===== config.mk =====
export PLATFORM = sky130hd
export DESIGN_NAME = relu_act_sched_flat
export DESIGN_NICKNAME = d
export VERILOG_FILES = /design/src/rtl/relu_act_sched_pkg.sv /design/src/rtl/relu_act_sched_if.sv /design/src/rtl/relu_act_sched_rr_arbiter.sv /design/src/rtl/relu_act_sched.sv /design/src/flat_wrapper.sv
export SDC_FILE = /design/constraint.sdc
export NUM_CORES = 1
export LEC_CHECK = 0
export ABC_CLOCK_PERIOD_IN_PS = 5000
export BUFFER_PORTS_ARGS = -buffer_cell sky130_fd_sc_hd__buf_2
export CAP_MARGIN = 20
export CORE_AREA = 8 8 124 126
export DETAILED_ROUTE_END_ITERATION = 7
export DIE_AREA = 0 0 132 134
export GPL_TIMING_DRIVEN = 1
export PLACE_DENSITY = 0.83
export RECOVER_POWER = 50
export SLEW_MARGIN = 10
export SYNTH_ARGS = -nofsm -noshare
export SYNTH_HDL_FRONTEND = slang
export SYNTH_SLANG_ARGS = --single-unit

===== constraint.sdc =====
create_clock -name clk -period 5 [get_ports clk]
set_input_delay 0.5 -clock clk [delete_from_list [all_inputs] [get_ports clk]]
set_output_delay 0.5 -clock clk [all_outputs]
set_load 0.02 [all_outputs]

===== src/rtl/relu_act_sched_pkg.sv =====
`default_nettype none
// ============================================================================
//  Module   : relu_act_sched_pkg
//  Purpose  : Shared fixed-point constants, clamp-limit helper and the
//             layer FSM state encoding for the ReLU6 activation scheduler.
//  Contents : FXP_FRAC_DEFAULT, FINAL_SHIFT_DEFAULT, THRESHOLD_DEFAULT,
//             clamp_limit(), fsm_state_e
//  Revision : 1.0  initial release
// ============================================================================
package relu_act_sched_pkg;

  // Accumulator fixed-point format and requantisation defaults.
  localparam int FXP_FRAC_DEFAULT    = 15;
  localparam int FINAL_SHIFT_DEFAULT = 8;
  localparam int THRESHOLD_DEFAULT   = 6;

  // Upper clamp expressed in accumulator units: THRESHOLD scaled into the
  // fixed-point domain.
  function automatic longint clamp_limit(input int threshold, input int frac);
    return longint'(threshold) <<< frac;
  endfunction

  // Layer-level sequencing.
  typedef enum logic [1:0] {
    IDLE  = 2'd0,
    RUN   = 2'd1,
    DRAIN = 2'd2,
    DONE  = 2'd3
  } fsm_state_e;

endpackage
`default_nettype wire


===== src/rtl/relu_act_sched_if.sv =====
`default_nettype none
// ============================================================================
//  Module   : relu_act_sched_if
//  Purpose  : Lane request bus plus activation output stream of the ReLU6
//             activation scheduler.
//  Signals  : lane_valid/lane_data/lane_ready - per-lane accumulator requests
//             out_valid/out_ready/out_data/out_lane - activation stream
//  Modports : master - the scheduler (accepts lanes, sources activations)
//             slave  - the surroundings (drives lanes, sinks activations)
//  Revision : 1.0  initial release
// ============================================================================
interface relu_act_sched_if #(
  parameter int NUM_LANES = 4,
  parameter int WIDTH     = 32,
  parameter int OUT_W     = 16
);
  import relu_act_sched_pkg::*;

  localparam int LANE_W = $clog2(NUM_LANES);

  logic [NUM_LANES-1:0]       lane_valid;
  logic [NUM_LANES*WIDTH-1:0] lane_data;
  logic [NUM_LANES-1:0]       lane_ready;
  logic                       out_valid;
  logic                       out_ready;
  logic [OUT_W-1:0]           out_data;
  logic [LANE_W-1:0]          out_lane;

  modport master (
    input  lane_valid,
    input  lane_data,
    output lane_ready,
    output out_valid,
    input  out_ready,
    output out_data,
    output out_lane
  );

  modport slave (
    output lane_valid,
    output lane_data,
    input  lane_ready,
    input  out_valid,
    output out_ready,
    input  out_data,
    input  out_lane
  );

endinterface
`default_nettype wire


===== src/rtl/relu_act_sched_rr_arbiter.sv =====
`default_nettype none
// ============================================================================
//  Module   : rr_arbiter
//  Purpose  : Combinational round-robin picker. Grants the first requesting
//             lane at or above ptr, wrapping past the top lane.
//  Ports    : req       in  NUM_LANES  request vector
//             ptr       in  LANE_W     highest-priority lane this cycle
//             enable    in  1          grant permitted
//             grant     out NUM_LANES  one-hot grant (all zero if none)
//             grant_idx out LANE_W     encoded index of the granted lane
//  Revision : 1.0  initial release
// ============================================================================
module rr_arbiter
  import relu_act_sched_pkg::*;
#(
  parameter int NUM_LANES = 4
) (
  input  logic [NUM_LANES-1:0]         req,
  input  logic [$clog2(NUM_LANES)-1:0] ptr,
  input  logic                         enable,
  output logic [NUM_LANES-1:0]         grant,
  output logic [$clog2(NUM_LANES)-1:0] grant_idx
);

  localparam int LANE_W = $clog2(NUM_LANES);

  int   idx;
  logic found;

  // Walk the lanes starting at ptr; the first requester wins. The wrap is an
  // explicit subtract so non-power-of-two lane counts work too.
  always_comb begin
    grant     = '0;
    grant_idx = '0;
    found     = 1'b0;
    idx       = 0;
    for (int i = 0; i < NUM_LANES; i++) begin
      idx = int'(ptr) + i;
      if (idx >= NUM_LANES) begin
        idx = idx - NUM_LANES;
      end
      if (enable && !found && req[idx]) begin
        found      = 1'b1;
        grant[idx] = 1'b1;
        grant_idx  = LANE_W'(idx);
      end
    end
  end

endmodule
`default_nettype wire


===== src/rtl/relu_act_sched.sv =====
`default_nettype none
// ============================================================================
//  Module   : relu_act_sched
//  Purpose  : Shares one ReLU6 clamp/requantise datapath between NUM_LANES
//             accumulator lanes. Round-robin grant, one item per cycle, into
//             a registered valid/ready output stage. A layer FSM accepts
//             cfg_count items, drains the output register and pulses done.
//  Ports    : clk, rst_n (sync, active-low)
//             start/cfg_count - layer launch and item count
//             busy/done       - layer status, done is a one-cycle pulse
//             clip_hi_cnt/clip_lo_cnt - saturating clamp statistics
//             bus (master)    - lane requests and activation output stream
//  Revision : 1.0  initial release
// ============================================================================
module relu_act_sched
  import relu_act_sched_pkg::*;
#(
  parameter int NUM_LANES   = 4,
  parameter int WIDTH       = 32,
  parameter int OUT_W       = 16,
  parameter int THRESHOLD   = THRESHOLD_DEFAULT,
  parameter int FXP_FRAC    = FXP_FRAC_DEFAULT,
  parameter int FINAL_SHIFT = FINAL_SHIFT_DEFAULT,
  parameter int CNT_W       = 16
) (
  input  logic             clk,
  input  logic             rst_n,
  input  logic             start,
  input  logic [CNT_W-1:0] cfg_count,
  output logic             busy,
  output logic             done,
  output logic [CNT_W-1:0] clip_hi_cnt,
  output logic [CNT_W-1:0] clip_lo_cnt,
  relu_act_sched_if.master bus
);

  localparam int LANE_W = $clog2(NUM_LANES);

  localparam logic [1:0] ST_IDLE  = 2'(IDLE);
  localparam logic [1:0] ST_RUN   = 2'(RUN);
  localparam logic [1:0] ST_DRAIN = 2'(DRAIN);
  localparam logic [1:0] ST_DONE  = 2'(DONE);

  localparam logic signed [WIDTH-1:0] T_LIM = WIDTH'(clamp_limit(THRESHOLD, FXP_FRAC));

  // --------------------------------------------------------------------------
  // State
  // --------------------------------------------------------------------------
  logic [1:0]        state_q,     state_d;
  logic [CNT_W-1:0]  count_q,     count_d;
  logic [CNT_W-1:0]  acc_q,       acc_d;
  logic [LANE_W-1:0] ptr_q,       ptr_d;
  logic              out_valid_q, out_valid_d;
  logic [OUT_W-1:0]  out_data_q,  out_data_d;
  logic [LANE_W-1:0] out_lane_q,  out_lane_d;
  logic [CNT_W-1:0]  clip_hi_q,   clip_hi_d;
  logic [CNT_W-1:0]  clip_lo_q,   clip_lo_d;

  // --------------------------------------------------------------------------
  // Arbitration
  // --------------------------------------------------------------------------
  logic                    w_adv;
  logic                    w_grant_en;
  logic [NUM_LANES-1:0]    w_grant;
  logic [LANE_W-1:0]       w_grant_idx;
  logic                    w_any_grant;

  // The output register can take a new item when empty or being drained.
  assign w_adv      = !out_valid_q || bus.out_ready;
  assign w_grant_en = (state_q == ST_RUN) && w_adv && (acc_q < count_q);

  rr_arbiter #(
    .NUM_LANES (NUM_LANES)
  ) u_arb (
    .req       (bus.lane_valid),
    .ptr       (ptr_q),
    .enable    (w_grant_en),
    .grant     (w_grant),
    .grant_idx (w_grant_idx)
  );

  assign w_any_grant    = |w_grant;
  assign bus.lane_ready = w_grant;

  // --------------------------------------------------------------------------
  // Clamp / requantise on the granted lane
  // --------------------------------------------------------------------------
  logic signed [WIDTH-1:0] w_lane_acc;
  logic signed [WIDTH-1:0] w_clamped;
  logic signed [WIDTH-1:0] w_shifted;
  logic                    w_clip_lo;
  logic                    w_clip_hi;

  assign w_lane_acc = $signed(bus.lane_data[int'(w_grant_idx)*WIDTH +: WIDTH]);

  always_comb begin
    w_clip_lo = 1'b0;
    w_clip_hi = 1'b0;
    w_clamped = w_lane_acc;
    if (w_lane_acc[WIDTH-1]) begin
      w_clip_lo = 1'b1;
      w_clamped = '0;
    end else if (w_lane_acc > T_LIM) begin
      w_clip_hi = 1'b1;
      w_clamped = T_LIM;
    end
  end

  assign w_shifted = w_clamped >>> FINAL_SHIFT;

  // --------------------------------------------------------------------------
  // Next-state logic
  // --------------------------------------------------------------------------
  always_comb begin
    state_d     = state_q;
    count_d     = count_q;
    acc_d       = acc_q;
    ptr_d       = ptr_q;
    out_valid_d = out_valid_q;
    out_data_d  = out_data_q;
    out_lane_d  = out_lane_q;
    clip_hi_d   = clip_hi_q;
    clip_lo_d   = clip_lo_q;

    // Output stage: load on grant, empty when it advances with nothing new,
    // otherwise hold (this is what keeps data stable under back-pressure).
    if (w_any_grant) begin
      out_valid_d = 1'b1;
      out_data_d  = OUT_W'(w_shifted);
      out_lane_d  = w_grant_idx;
      ptr_d       = (w_grant_idx == LANE_W'(NUM_LANES - 1)) ? '0
                                                            : w_grant_idx + LANE_W'(1);
      acc_d       = acc_q + CNT_W'(1);
      if (w_clip_hi && (clip_hi_q != '1)) begin
        clip_hi_d = clip_hi_q + CNT_W'(1);
      end
      if (w_clip_lo && (clip_lo_q != '1)) begin
        clip_lo_d = clip_lo_q + CNT_W'(1);
      end
    end else if (w_adv) begin
      out_valid_d = 1'b0;
    end

    case (state_q)
      ST_IDLE: begin
        if (start) begin
          count_d   = cfg_count;
          acc_d     = '0;
          clip_hi_d = '0;
          clip_lo_d = '0;
          state_d   = (cfg_count == '0) ? ST_DONE : ST_RUN;
        end
      end
      ST_RUN: begin
        // Leave on the grant that takes the accepted count to its target.
        if (w_any_grant && (acc_d == count_q)) begin
          state_d = ST_DRAIN;
        end
      end
      ST_DRAIN: begin
        if (!out_valid_q || bus.out_ready) begin
          state_d = ST_DONE;
        end
      end
      ST_DONE: begin
        state_d = ST_IDLE;
      end
      default: begin
        state_d = ST_IDLE;
      end
    endcase
  end

  // --------------------------------------------------------------------------
  // Registers
  // --------------------------------------------------------------------------
  always_ff @(posedge clk) begin
    if (!rst_n) begin
      state_q     <= ST_IDLE;
      count_q     <= '0;
      acc_q       <= '0;
      ptr_q       <= '0;
      out_valid_q <= 1'b0;
      out_data_q  <= '0;
      out_lane_q  <= '0;
      clip_hi_q   <= '0;
      clip_lo_q   <= '0;
    end else begin
      state_q     <= state_d;
      count_q     <= count_d;
      acc_q       <= acc_d;
      ptr_q       <= ptr_d;
      out_valid_q <= out_valid_d;
      out_data_q  <= out_data_d;
      out_lane_q  <= out_lane_d;
      clip_hi_q   <= clip_hi_d;
      clip_lo_q   <= clip_lo_d;
    end
  end

  // --------------------------------------------------------------------------
  // Outputs
  // --------------------------------------------------------------------------
  assign busy          = (state_q == ST_RUN) || (state_q == ST_DRAIN);
  assign done          = (state_q == ST_DONE);
  assign clip_hi_cnt   = clip_hi_q;
  assign clip_lo_cnt   = clip_lo_q;
  assign bus.out_valid = out_valid_q;
  assign bus.out_data  = out_data_q;
  assign bus.out_lane  = out_lane_q;

endmodule
`default_nettype wire


===== src/flat_wrapper.sv =====
// flat-port wrapper written by rule: the top's interface ports become plain ports
module relu_act_sched_flat import relu_act_sched_pkg::*;
#(
  parameter int NUM_LANES   = 4,
  parameter int WIDTH       = 32,
  parameter int OUT_W       = 16,
  parameter int THRESHOLD   = THRESHOLD_DEFAULT,
  parameter int FXP_FRAC    = FXP_FRAC_DEFAULT,
  parameter int FINAL_SHIFT = FINAL_SHIFT_DEFAULT,
  parameter int CNT_W       = 16
)
  (clk, rst_n, start, cfg_count, busy, done, clip_hi_cnt, clip_lo_cnt, bus_lane_valid, bus_lane_data, bus_lane_ready, bus_out_valid, bus_out_ready, bus_out_data, bus_out_lane);
  relu_act_sched_if #(.NUM_LANES(NUM_LANES), .WIDTH(WIDTH), .OUT_W(OUT_W)) bus_i ();
  input  logic clk;
  input  logic rst_n;
  input  logic start;
  input  logic [CNT_W-1:0] cfg_count;
  output logic busy;
  output logic done;
  output logic [CNT_W-1:0] clip_hi_cnt;
  output logic [CNT_W-1:0] clip_lo_cnt;
  input wire logic [$bits(bus_i.lane_valid)-1:0] bus_lane_valid;
  input wire logic [$bits(bus_i.lane_data)-1:0] bus_lane_data;
  output wire logic [$bits(bus_i.lane_ready)-1:0] bus_lane_ready;
  output wire logic [$bits(bus_i.out_valid)-1:0] bus_out_valid;
  input wire logic [$bits(bus_i.out_ready)-1:0] bus_out_ready;
  output wire logic [$bits(bus_i.out_data)-1:0] bus_out_data;
  output wire logic [$bits(bus_i.out_lane)-1:0] bus_out_lane;
  assign bus_i.lane_valid = bus_lane_valid;
  assign bus_i.lane_data = bus_lane_data;
  assign bus_lane_ready = bus_i.lane_ready;
  assign bus_out_valid = bus_i.out_valid;
  assign bus_i.out_ready = bus_out_ready;
  assign bus_out_data = bus_i.out_data;
  assign bus_out_lane = bus_i.out_lane;
  relu_act_sched #(.NUM_LANES(NUM_LANES), .WIDTH(WIDTH), .OUT_W(OUT_W), .THRESHOLD(THRESHOLD), .FXP_FRAC(FXP_FRAC), .FINAL_SHIFT(FINAL_SHIFT), .CNT_W(CNT_W)) u_core (.clk(clk), .rst_n(rst_n), .start(start), .cfg_count(cfg_count), .busy(busy), .done(done), .clip_hi_cnt(clip_hi_cnt), .clip_lo_cnt(clip_lo_cnt), .bus(bus_i));
endmodule

==> metrics.yaml, run 1 <==
status: "finished, final reports clean"
synth_edf_count: 0
max_cap_violations: 0
htree_levels: 3
pin_count: 209
firstDrtPassIters: 5
synth_warnings: 0
async_reset_ff_frac: 0
synthMuxAreaShare: 0.0509
grt_busiest_layer: "met2"
yosys-top-cells-area: "dfxtp_1 (29%), nand2_1 (6.9%), ha_1 (6.7%)"
area_growth_pct: 23.0
arrival_ps: 4900
synth_top_family_by_area: "simple AND/OR/NAND/NOR gates"
use_met2: 0.373
synthAdderAreaFrac: 0.0673
holdWs_ps: 422
hp-class: "input pin to flip-flop"
grt_pass1_vias: 6023
clk_latency_ps: 340
ys.flop_type: "dfxtp_1"
clock_sinks: 87
synth.most_common_cell: "nand2_1"
vias_per_cell: 5.59
gr-usage-met3: 0.0531
synthesis.nets: 934
ys_ff_latch: 87
portBuffers: 208
grt_max_degree: 46
pwr_density_cell_nw_per_um2: 361
avgSynthCellArea_sq_um: 7.93
synth-simple-area-share: 0.291
final_core_util: 0.542
drive_above_1_share: 0.216
syn_inst: 750
dieArea_sq_um: 17700
coreArea_sq_um: 13500
slew_headroom: 0.399
grt_pass1_wl_microns: 31000
grt.total_usage: 0.214
wl_per_cell_microns: 17.5
clock-root-buffer: "clkbuf_16"
synth_top_cell_by_area: "dfxtp_1"
worstPathRequired_ps: 5250
drt-initial-drc-count: 422
slew_violations: 0
rows: 43
syn-cell-area_sq_um: 5950
wl_microns: 19600
dp_hpwl_microns: 15600
hold_violations: 0
clk_pin_slew_ps: 60
period_needed_ps: 4650
drc: 0
fmax_ghz: 0.215
yosysSeqAreaShare: 0.293
endpoint_kind: "flip-flop"
vias: 6273
p_leak_nw: 2.94
synth-compound-area-share: 0.190
start_kind: "flip-flop"
synthXorXnorAreaFrac: 0.0530
skew_ps: 6.11
use_met1: 0.241
grt_overflow_total: 0
drtAntennaViolNets: 0
crit_fanout: 12
initial_core_util: 0.440
peakVddDrop_mv: 0.234
cts_made_buffers: 9
rsz0062_at_grt: "no"
dieHeight_microns: 134
hold_buffers: 0
antenna_found_initial: 2
die_w_microns: 132
gp_congestion: 0.936
final.period_utilization: 0.930
synth_top_area_share: 0.293
clockBufferDepth: 2
final_nets: 1119
setup_violations: 0
worst_pin_slew_ps: 898
critPathKind: "flip-flop to flip-flop"
fin_setup_tns_ps: 0
synth_top_cells_by_count: "nand2_1 (110), dfxtp_1 (87), nor2_1 (50)"
total_power_mw: 2.64
synth.distinct_cells: 77
cts_tree: "done"
[routing by layer]
layer,vias up,wire (microns)
li1,3104,-
met1,2878,7910
met2,249,9610
met3,42,1390
met4,0,720
met5,-,0
[layout make-up]
class                           instances  area (sq um)
Clock inverter                          7          95.1
Inverter                               35           136
Sequential cell                        87          1740
Multi-Input combinational cell        590          3880
Antenna cell                            2          5.00
Clock buffer                            9           225
Tap cell                              180           225
Timing Repair Buffer                  212          1000
Fill cell                            1321          6190
[logic make-up after synthesis]
group | Yosys count
AND/OR/NAND/NOR | 335
AO/OA/AOI/OAI | 163
flip-flops | 87
buffers and inverters | 73
XOR/XNOR | 36
adder cells (fa/ha/maj) | 32
multiplexers | 24
[worst max-delay path, stage by stage (launching register included)]
cell and delay, ps:
dfxtp_1 610, inv_1 210, ha_1 400, mux4_2 460, nor4b_4 510, nand2_1 140
and3_4 220, a21boi_0 180, o32a_1 350, nor3b_2 470, nand4_1 400, or3_1 440
a21oi_1 160
[where the power goes]
part / internal (mW) / leakage, nW / switching (mW)
clock: 0.438 / 0.156 / 0.281
sequential: 0.739 / 0.704 / 0.0489
combinational: 0.419 / 2.08 / 0.712
total: 1.60 / 2.94 / 1.04
[final timing paths]
kind / from / endpoint / slack, ps / cells after the start
worst min register to register: u_core.count_q[3]$_SDFFE_PN0P_ / u_core.count_q[3]$_SDFFE_PN0P_ / 460 / 2
worst min-delay path: cfg_count[9] / u_core.count_q[9]$_SDFFE_PN0P_ / 420 / 3
worst max register to register: u_core.ptr_q[1]$_SDFFE_PN0N_ / u_core.clip_lo_cnt[9]$_SDFF_PN0_ / 350 / 12
worst max-delay path: u_core.ptr_q[1]$_SDFFE_PN0N_ / u_core.clip_lo_cnt[9]$_SDFF_PN0_ / 350 / 12
[placed cells by master, fill, tap and decap left out, types with 12 or more instances in the layout]
| cell | n |
|---|---|
| inv_1 | 32 |
| a21boi_0 | 21 |
| mux2i_1 | 13 |
| nor2_1 | 50 |
| ha_1 | 32 |
| nor3_1 | 18 |
| xor2_1 | 12 |
| xnor2_1 | 24 |
| o21ai_0 | 23 |
| buf_2 | 155 |
| clkbuf_1 | 53 |
| nand3_1 | 23 |
| a21oi_1 | 44 |
| or4_1 | 12 |
| dfxtp_1 | 87 |
| nand4_1 | 18 |
| and3_1 | 25 |
| nand2_1 | 108 |
| nor4_1 | 26 |
[metrics by stage]
stage / instance area (sq um) / setup WS, ps / cells
4_1_cts: 7370 / 353 / 1120
3_3_place_gp: 7050 / 616 / 1104
5_1_grt: 7310 / 8.92 / 1122
3_5_place_dp: 7050 / 381 / 1104
6_report: 7310 / 352 / 1122
2_1_floorplan: 5950 / 632 / 750
[registers in the layout (all words and copies together), names as in the netlist]
register / cells
u_core.bus.out_data: 16
u_core.bus.out_valid: 1
u_core.clip_hi_cnt: 16
u_core.acc_q: 16
u_core.ptr_q: 2
u_core.count_q: 16
u_core.clip_lo_cnt: 16
u_core.bus.out_lane: 2
u_core.state_q: 2
[what timing repair did]
action,4_1_cts,5_1_grt
setup endpoints to repair,0,2
resized for setup,0,1
setup buffers,0,0
No activity file was read; power rests on OpenSTA's default activity.
==> run 2: changes to the inputs <==
--- a/config.mk
+++ b/config.mk
@@ -8,11 +8,13 @@
 export ABC_CLOCK_PERIOD_IN_PS = 5000
 export BUFFER_PORTS_ARGS = -buffer_cell sky130_fd_sc_hd__buf_2
 export CAP_MARGIN = 20
-export CORE_AREA = 8 8 124 126
+export CELL_PAD_IN_SITES_DETAIL_PLACEMENT = 1
+export CELL_PAD_IN_SITES_GLOBAL_PLACEMENT = 2
+export CORE_AREA = 8 8 155 157
 export DETAILED_ROUTE_END_ITERATION = 7
-export DIE_AREA = 0 0 132 134
+export DIE_AREA = 0 0 163 165
 export GPL_TIMING_DRIVEN = 1
-export PLACE_DENSITY = 0.83
+export PLACE_DENSITY = 0.9
 export RECOVER_POWER = 50
 export SLEW_MARGIN = 10
 export SYNTH_ARGS = -nofsm -noshare
==> run 2 against run 1 <==
First-iteration DRC count shrank 29%. Routed wire length grew 17%. Register-to-register slack gained 230 ps. Sequential share of layout area shrank 0.36 points. Die area grew 52%. Critical path depth grew 3.
==> metrics.yaml, run 2 (synthesized netlist as in run 1, its figures left out) <==
status: "finished, final reports clean"
slew_headroom: 0.511  # +0.112
dieHeight_microns: 165  # +23%
holdWs_ps: 418  # -4.46 ps
period_needed_ps: 4410  # -235 ps
clockBufferDepth: 2  # unchanged
drtAntennaViolNets: 0  # unchanged
die_w_microns: 163  # +23%
arrival_ps: 4690  # -210 ps
use_met1: 0.197  # -0.0439
rsz0062_at_grt: "no"
hold_buffers: 0  # unchanged
pwr_density_cell_nw_per_um2: 354  # -1.9%
hp-class: "input pin to flip-flop"
peakVddDrop_mv: 0.196  # -16%
crit_chain: "inv_1 -> ha_1 -> a21o_1 -> a21o_1 -> a2111oi_2 -> and3_1 -> nand2b_4 -> inv_2 -> a21oi_1 -> and4_1 -> o2111a_1 -> o21a_1 -> buf_4 -> or4_1 -> a21oi_1"
num_antenna_cells: 0  # -2
area_growth_pct: 24.9
grt.total_usage: 0.167  # -0.0471
worstPathRequired_ps: 5270  # +20 ps
gp_congestion: 0.879  # -6.1%
rows: 54  # +26%
grt_max_degree: 41  # -11%
endpoint_kind: "flip-flop"
htree_levels: 3  # unchanged
final.period_utilization: 0.883  # -0.0470
grt_busiest_layer: "met2"
wl_per_cell_microns: 18.7  # +6.6%
coreArea_sq_um: 21500  # +59%
pin_count: 209  # unchanged
final_cell_mix: "buf_2 (155), nand2_1 (110), dfxtp_1 (87)"
place_ws_ps: 599  # +218 ps
final_common_cell: "buf_2"
skew_ps: 9.45  # +3.33 ps
max_cap_violations: 0  # unchanged
initial_core_util: 0.277  # -0.164
cpPeakStageDelay_ps: 520  # -90 ps
critPathSlowestCell: "or4_1"
portBuffers: 208  # unchanged
fin_setup_tns_ps: 0  # unchanged
drt-initial-drc-count: 300  # -29%
gr-usage-met3: 0.0361  # -0.0170
setup_violations: 0  # unchanged
final_cells: 1227  # +9.4%
drc: 0  # unchanged
clk_latency_ps: 350  # about the same
p_leak_nw: 2.94  # +0.18%
wl_microns: 22900  # +17%
worst_pin_slew_ps: 715  # -183 ps
cts_setup_buffers: 0  # unchanged
fin_ws_ps: 587  # +235 ps
fmax_ghz: 0.227  # +5.3%
clk_pin_slew_ps: 60  # about the same
antenna_found_initial: 0  # -2
dp_hpwl_microns: 18500  # +19%
clock_sinks: 87  # unchanged
crit_fanout: 29  # +17
ctsResizeCount: 0  # unchanged
hold_violations: 0  # unchanged
dieArea_sq_um: 26900  # +52%
vias: 6369  # +1.5%
crit_buf_inv: 3  # +2
firstDrtPassIters: 4  # -1
drive_above_1_share: 0.213  # -0.00265
final_core_util: 0.346  # -0.196
use_met2: 0.301  # -0.0719
grt_pass1_wl_microns: 36000  # +16%
grt_pass1_vias: 6684  # +11%
grt_overflow_total: 0  # unchanged
cpLargestDelayFamily: "compound AO/OA/AOI/OAI gates"
vias_per_cell: 5.19  # -7.2%
clock-root-buffer: "clkbuf_16"
place_inst: 1211  # +9.7%
cts_made_buffers: 9  # unchanged
slew_violations: 0  # unchanged
final_nets: 1126  # +0.63%
start_kind: "flip-flop"
critPathKind: "flip-flop to flip-flop"
cts_tree: "done"
## run 2: metrics by stage
step | cell area (sq um) | total power [mW]
3_5_place_dp | 7230 | 2.00
6_report | 7430 | 2.63
3_3_place_gp | 7230 | 1.98
5_1_grt | 7430 | 2.82
4_1_cts | 7510 | 2.68
2_1_floorplan | 5950 | 1.65
## run 2: cell type report
cell class / instances / area (sq um)
Clock inverter: 3 / 43.8
Tap cell: 280 / 350
Timing Repair Buffer: 219 / 1050
Sequential cell: 87 / 1740
Clock buffer: 13 / 240
Inverter: 35 / 136
Multi-Input combinational cell: 590 / 3860
Fill cell: 2730 / 14100
## run 2: path summary, 6_finish.rpt
check	start	slack, ps	end	cells past startpoint
setup / recovery	u_core.count_q[13]$_SDFFE_PN0P_	590	u_core.clip_hi_cnt[6]$_SDFF_PN0_	15
hold / removal	cfg_count[4]	420	u_core.count_q[4]$_SDFFE_PN0P_	3
setup reg to reg	u_core.count_q[13]$_SDFFE_PN0P_	590	u_core.clip_hi_cnt[6]$_SDFF_PN0_	15
hold reg to reg	u_core.count_q[3]$_SDFFE_PN0P_	460	u_core.count_q[3]$_SDFFE_PN0P_	2
## run 2: per-layer routing
layer  vias up  part of all wire
met5         -                 0
met4         0             0.015
met3        20             0.063
met2       182              0.50
met1      3053              0.43
li1       3114                 -
## run 2: worst register-to-register path, delay by kind of cell, from the launching register on
family / cells / cell delay [ps]
flops: 1 / 400
fa+ha+maj: 1 / 300
buf+inv: 3 / 600
simple gates: 4 / 1510
compound gates: 7 / 1520
## run 2: power by group
part | internal (mW) | switching (mW)
registers | 0.739 | 0.0468
clock network | 0.389 | 0.281
logic | 0.428 | 0.743
